===== config.mk =====
export PLATFORM = sky130hd
export DESIGN_NAME = voter_tally_seq
export DESIGN_NICKNAME = d
export VERILOG_FILES = /design/src/rtl/voter_pkg.sv /design/src/rtl/voter_verdict.sv /design/src/rtl/voter_tally_seq.sv
export SDC_FILE = /design/constraint.sdc
export NUM_CORES = 1
export LEC_CHECK = 0
export CORE_AREA = 2 2 57 59
export CTS_CLUSTER_SIZE = 20
export DETAILED_ROUTE_END_ITERATION = 16
export DIE_AREA = 0 0 59 61
export GPL_ROUTABILITY_DRIVEN = 0
export PLACE_DENSITY = 0.76
export SYNTH_ARGS = -nofsm -noshare
export SYNTH_HDL_FRONTEND = slang
export SYNTH_SLANG_ARGS = --single-unit

===== constraint.sdc =====
create_clock -name clk_i -period 2.3 [get_ports clk_i]
set_input_delay 0.23 -clock clk_i [delete_from_list [all_inputs] [get_ports clk_i]]
set_output_delay 0.23 -clock clk_i [all_outputs]
set_load 0.01 [all_outputs]

===== src/rtl/voter_pkg.sv =====
// Shared types and constants for the voter tally block: session states, voting modes
// and the one-hot verdict encodings.
package voter_pkg;

  typedef enum logic [1:0] {
    IDLE = 2'd0,
    OPEN = 2'd1,
    EVAL = 2'd2,
    DONE = 2'd3
  } state_e;

  localparam int MODE_MAJ  = 0;
  localparam int MODE_UNAN = 1;
  localparam int MODE_THR  = 2;

  localparam logic [2:0] RES_PASS = 3'b100;
  localparam logic [2:0] RES_TIE  = 3'b010;
  localparam logic [2:0] RES_FAIL = 3'b001;

endpackage


===== src/rtl/voter_verdict.sv =====
// Combinational verdict: turns the final yes/no tallies into a one-hot pass/tie/fail
// result plus a quorum flag, according to the voting mode.
module voter_verdict
  import voter_pkg::*;
#(
  parameter int N_VOTERS = 4,
  parameter int QUORUM   = 3,
  parameter int MODE     = MODE_MAJ,
  parameter int K_YES    = 3,
  parameter int CNT_W    = 3
) (
  input  logic [CNT_W-1:0] yes_i,
  input  logic [CNT_W-1:0] no_i,
  output logic [2:0]       result_o,
  output logic             no_quorum_o
);

  localparam int CW = CNT_W + 1;

  logic [CW-1:0] yesWide;
  logic [CW-1:0] noWide;
  logic [CW-1:0] castWide;
  logic          belowQuorum;

  // One extra bit keeps yes+no and every compare free of wrap-around.
  always_comb begin
    yesWide     = {1'b0, yes_i};
    noWide      = {1'b0, no_i};
    castWide    = yesWide + noWide;
    belowQuorum = (castWide < CW'(QUORUM));
    result_o    = RES_FAIL;
    if (!belowQuorum) begin
      case (MODE)
        MODE_MAJ: begin
          if (yesWide > noWide)       result_o = RES_PASS;
          else if (yesWide == noWide) result_o = RES_TIE;
          else                        result_o = RES_FAIL;
        end
        MODE_UNAN: begin
          if (yesWide == CW'(N_VOTERS)) result_o = RES_PASS;
        end
        default: begin
          if (yesWide >= CW'(K_YES)) result_o = RES_PASS;
        end
      endcase
    end
    no_quorum_o = belowQuorum;
  end

endmodule


===== src/rtl/voter_tally_seq.sv =====
// Sequential vote tallier: accepts one ballot per voter while a session is open, rejects
// duplicates and unknown ids, and closes on all-voted, explicit close or inactivity timeout.
module voter_tally_seq
  import voter_pkg::*;
#(
  parameter int N_VOTERS = 4,
  parameter int QUORUM   = 3,
  parameter int MODE     = MODE_MAJ,
  parameter int K_YES    = 3,
  parameter int TIMEOUT  = 64,
  localparam int ID_W    = (N_VOTERS > 1) ? $clog2(N_VOTERS) : 1,
  localparam int CNT_W   = $clog2(N_VOTERS + 1)
) (
  input  logic             clk_i,
  input  logic             rst_i,
  input  logic             start_i,
  input  logic             close_i,
  input  logic             vote_valid_i,
  input  logic [ID_W-1:0]  vote_id_i,
  input  logic             vote_yes_i,
  output logic             vote_ready_o,
  output logic             vote_err_o,
  output logic [CNT_W-1:0] yes_cnt_o,
  output logic [CNT_W-1:0] no_cnt_o,
  output logic             result_valid_o,
  output logic [2:0]       result_o,
  output logic             no_quorum_o
);

  localparam int TMO_W    = (TIMEOUT > 1) ? $clog2(TIMEOUT) : 1;
  localparam int TMO_LAST = (TIMEOUT > 0) ? TIMEOUT - 1 : 0;

  state_e              state_q;
  logic [N_VOTERS-1:0] votedMap_q, votedMap_d;
  logic [CNT_W-1:0]    yesCnt_q, yesCnt_d;
  logic [CNT_W-1:0]    noCnt_q, noCnt_d;
  logic [TMO_W-1:0]    tmoCnt_q;
  logic                voteErr_q;
  logic                resultValid_q;
  logic [2:0]          result_q;
  logic                noQuorum_q;

  logic                handshake;
  logic                inRange;
  logic                accept;
  logic                allVoted;
  logic                timeoutHit;
  logic [CNT_W:0]      castNext;
  logic [2:0]          verdict;
  logic                verdictNoQuorum;

  // Ballot acceptance: only in OPEN, only for known ids that have not voted yet.
  always_comb begin
    handshake  = vote_valid_i && (state_q == OPEN);
    inRange    = ({1'b0, vote_id_i} < (ID_W + 1)'(N_VOTERS));
    accept     = handshake && inRange && !votedMap_q[vote_id_i];
    castNext   = {1'b0, yesCnt_q} + {1'b0, noCnt_q} + (CNT_W + 1)'(1);
    allVoted   = accept && (castNext == (CNT_W + 1)'(N_VOTERS));
    timeoutHit = (TIMEOUT != 0) && !accept && (tmoCnt_q == TMO_W'(TMO_LAST));
    votedMap_d = votedMap_q;
    yesCnt_d   = yesCnt_q;
    noCnt_d    = noCnt_q;
    if (accept) begin
      votedMap_d[vote_id_i] = 1'b1;
      if (vote_yes_i) yesCnt_d = yesCnt_q + CNT_W'(1);
      else            noCnt_d  = noCnt_q + CNT_W'(1);
    end
  end

  voter_verdict #(
    .N_VOTERS (N_VOTERS),
    .QUORUM   (QUORUM),
    .MODE     (MODE),
    .K_YES    (K_YES),
    .CNT_W    (CNT_W)
  ) u_verdict (
    .yes_i       (yesCnt_q),
    .no_i        (noCnt_q),
    .result_o    (verdict),
    .no_quorum_o (verdictNoQuorum)
  );

  // Session FSM; the verdict is captured during the single EVAL cycle and held in DONE.
  always_ff @(posedge clk_i) begin
    if (rst_i) begin
      state_q       <= IDLE;
      votedMap_q    <= '0;
      yesCnt_q      <= '0;
      noCnt_q       <= '0;
      tmoCnt_q      <= '0;
      voteErr_q     <= 1'b0;
      resultValid_q <= 1'b0;
      result_q      <= '0;
      noQuorum_q    <= 1'b0;
    end else begin
      voteErr_q <= 1'b0;
      case (state_q)
        IDLE, DONE: begin
          if (start_i) begin
            state_q       <= OPEN;
            votedMap_q    <= '0;
            yesCnt_q      <= '0;
            noCnt_q       <= '0;
            tmoCnt_q      <= '0;
            resultValid_q <= 1'b0;
            result_q      <= '0;
            noQuorum_q    <= 1'b0;
          end
        end
        OPEN: begin
          voteErr_q  <= handshake && !accept;
          votedMap_q <= votedMap_d;
          yesCnt_q   <= yesCnt_d;
          noCnt_q    <= noCnt_d;
          tmoCnt_q   <= accept ? '0 : tmoCnt_q + TMO_W'(1);
          if (allVoted || close_i || timeoutHit) state_q <= EVAL;
        end
        EVAL: begin
          result_q      <= verdict;
          noQuorum_q    <= verdictNoQuorum;
          resultValid_q <= 1'b1;
          state_q       <= DONE;
        end
        default: state_q <= IDLE;
      endcase
    end
  end

  assign vote_ready_o   = (state_q == OPEN);
  assign vote_err_o     = voteErr_q;
  assign yes_cnt_o      = yesCnt_q;
  assign no_cnt_o       = noCnt_q;
  assign result_valid_o = resultValid_q;
  assign result_o       = result_q;
  assign no_quorum_o    = noQuorum_q;

endmodule


==> results_dict.tcl, run 1 <==
set metrics [dict create \
    track_usage 0.1900 \
    final_common_cell "dfxtp_1" \
    wl_mm 3.264 \
    hold_viol 0 \
    cts_tree "built" \
    fill_cells 242 \
    drt-initial-drc-count 60 \
    final_cell_mix "dfxtp_1 (22), clkdlybuf4s50_1 (20), nor2_1 (17)" \
    grt_pass1_vias 1239 \
    numPortBuffers 20 \
    crit_required_ns 2.55 \
    ys.flop_type "dfxtp_1" \
    synthTopCellsByArea "dfxtp_1 (35%), ha_1 (11%), a21oi_1 (5.0%)" \
    io_pins 21 \
    yosys_warnings 0 \
    synth-xor-area-share 0.03156 \
    max_cap_viol_count 0 \
    clock-root-buffer "clkbuf_4" \
    max_freq_mhz 449.3 \
    synth_edf_count 0 \
    ys_seq_area_frac 0.3463 \
    nets 219 \
    total_power_mw 1.484 \
    synth_top_family_by_area "simple AND/OR/NAND/NOR gates" \
    clkLatencyLatePin_ns 0.33 \
    place_area_mm2 0.001735 \
    syn-cell-area_mm2 0.001388 \
    status "finished clean" \
    coreArea_mm2 0.002953 \
    period_needed_ns 2.226 \
    antenna_found_initial 0 \
    vias 1290 \
    crit_path_start_kind "register" \
    netlist.area_leader.share 0.3463 \
    critPathArrivalTime_ns 2.48 \
    maxSlewViolCount 0 \
    fin_crit_sh 0.9678 \
    relSlewSlack 0.6966 \
    setup_violations 0 \
    htreeDepth 1 \
    hold_path.class "register to register" \
    clock_skew_ns 0.02115 \
    synth_area_leader_cell "dfxtp_1" \
    grt_overflow 0 \
    cp_max_fo 2 \
    synth_nets 183 \
    fp.dieW_um 59 \
    ys_ff_latch 24 \
    area_delta_synth_final_pct 31.29 \
    grt_max_degree 21 \
    antenna_left 0 \
    wl_per_cell_um 14.19 \
    cts_sinks 24 \
    cts_buffers 3 \
    clk_path_buf_depth 2 \
    synthArstFlopShare 0 \
    tightestPinTransition_ns 0.4551 \
    min_path_cells 2 \
    rsz0062_at_grt "yes" \
    yosys-mux-area-fraction 0.06312 \
    drc_errors 0 \
    dpl.hpwl_mm 2.480 \
    ir_worst_vdd_mv 0.3993 \
    tns_ns 0 \
    initial_core_util 0.4699 \
    endpoint_kind "register" \
    avgViaCountPerCell 5.609 \
    n_antenna_cell 0 \
    path_clk_slew_ns 0.16 \
    synthSimpleGateAreaFrac 0.2462 \
    r2r_cells 9 \
    netlist_instances 162 \
    power.density_mw_per_mm2 814.7 \
    synthAdderAreaFrac 0.1226 \
    synth_compound_area_frac 0.1524 \
    die-height_um 61 \
    syn_avg_cell_area_um2 8.565 \
    dr.pass1.iters 4 \
    path_class "register to register" \
    grt_pass1_wl_mm 5.195 \
    drive_gt1_frac 0.1726 \
    p_leak_nw 0.6979 \
    final_area_mm2 0.001822 \
    rows 20 \
    yosysUniqueCellTypes 41 \
    die-area_mm2 0.003599 \
]
sequential cells by signal (all words and copies together) (netlist names):
register	cells
no_cnt_o	3
no_quorum_o	1
result_o	3
result_valid_o	1
state_q	2
tmoCnt_q	6
vote_err_o	1
votedMap_q	4
yes_cnt_o	3
where the power goes:
part | internal [mW] | switching (mW) | leakage (nW) | total, mW
Clock | 0.176 | 0.138 | 0.0279 | 0.315
Combinational | 0.304 | 0.356 | 0.474 | 0.661
Sequential | 0.472 | 0.0373 | 0.196 | 0.509
synthesized netlist by cell type (2+ instances only):
cell type  count
o31a_1         2
mux2_2         4
xor2_1         3
nand2b_1       9
nor3_1         4
ha_1          12
nor2b_1        3
dfxtp_1       24
a31oi_1        3
a21oi_1       14
nor2_1        17
nand2_1       13
inv_1         10
nand4_1        2
mux2i_1        2
o21ai_0        3
clkbuf_1       3
or3_1          3
nand3_1        6
xnor2_1        2
o32ai_1        3
routing by layer:
metal	vias to the layer above	GRT usage	part of all wire	routed length [um]
met4	0	0.08117	0.017	55
met1	616	0.2144	0.42	1375
met5	-	0	0	0
li1	641	-	-	-
met2	27	0.3603	0.54	1761
met3	6	0.02132	0.022	72
repair_timing:
item,in CTS,in global routing
buffers inserted,0,0
endpoints found under the setup margin,0,2
resized for setup,0,9
hold buffers,0,0
area by class of cell:
class                   instances  area [um2]  area share
multi-input cells             124       894.6      0.4911
flip-flops and latches         24       483.0      0.2651
repair buffers                 35       312.8      0.1717
well taps                      33       41.29     0.02266
inverters                      10       37.54     0.02060
clock inverters                 1       30.03     0.01648
clock buffers                   3       22.52     0.01236
critical path: stages (launching register included):
cell	delay, ns
dfxtp_2	0.38
ha_4	0.14
inv_2	0.04
fa_2	0.35
or2_4	0.23
o31a_1	0.32
nor4_4	0.25
buf_4	0.17
a21oi_2	0.05
o311ai_1	0.26
per-stage QoR:
stage | hold slack (ns) | instances | setup slack [ns] | utilization
2_1_floorplan | 0.3802 | 162 | 0.008705 | -
3_3_place_gp | 0.4426 | 226 | 0.03673 | 0.5877
3_5_place_dp | 0.4486 | 226 | -0.01350 | 0.5877
4_1_cts | 0.4649 | 230 | 0.02387 | 0.6055
5_1_grt | 0.4882 | 230 | -0.07107 | 0.6169
6_report | 0.4602 | 230 | 0.07415 | 0.6169
cells by family (layout without fill, tap and decap cells):
group | count (synthesis) | count (layout)
flops | 24 | 24
simple gates | 66 | 66
mux | 7 | 7
xor+xnor | 5 | 5
compound gates | 33 | 33
fa+ha+maj | 13 | 13
buf+inv | 14 | 49
worst paths after layout:
kind / from / end / slack [ns]
worst max register to register: no_cnt_o[0] / state_q[1] / 0.07
worst min-delay path: result_o[1] / result_o[1] / 0.46
worst min register to register: result_o[1] / result_o[1] / 0.46
worst max-delay path: no_cnt_o[0] / state_q[1] / 0.07
(Power assumes the default switching activity.)
==> inputs of run 2 (changes only) <==
--- a/config.mk
+++ b/config.mk
@@ -14,3 +14,4 @@
 export SYNTH_ARGS = -nofsm -noshare
 export SYNTH_HDL_FRONTEND = slang
 export SYNTH_SLANG_ARGS = --single-unit
+export TNS_END_PERCENT = 1
==> results of run 2 <==
No change in the layout: final DEF, timing and power equal those of run 1.
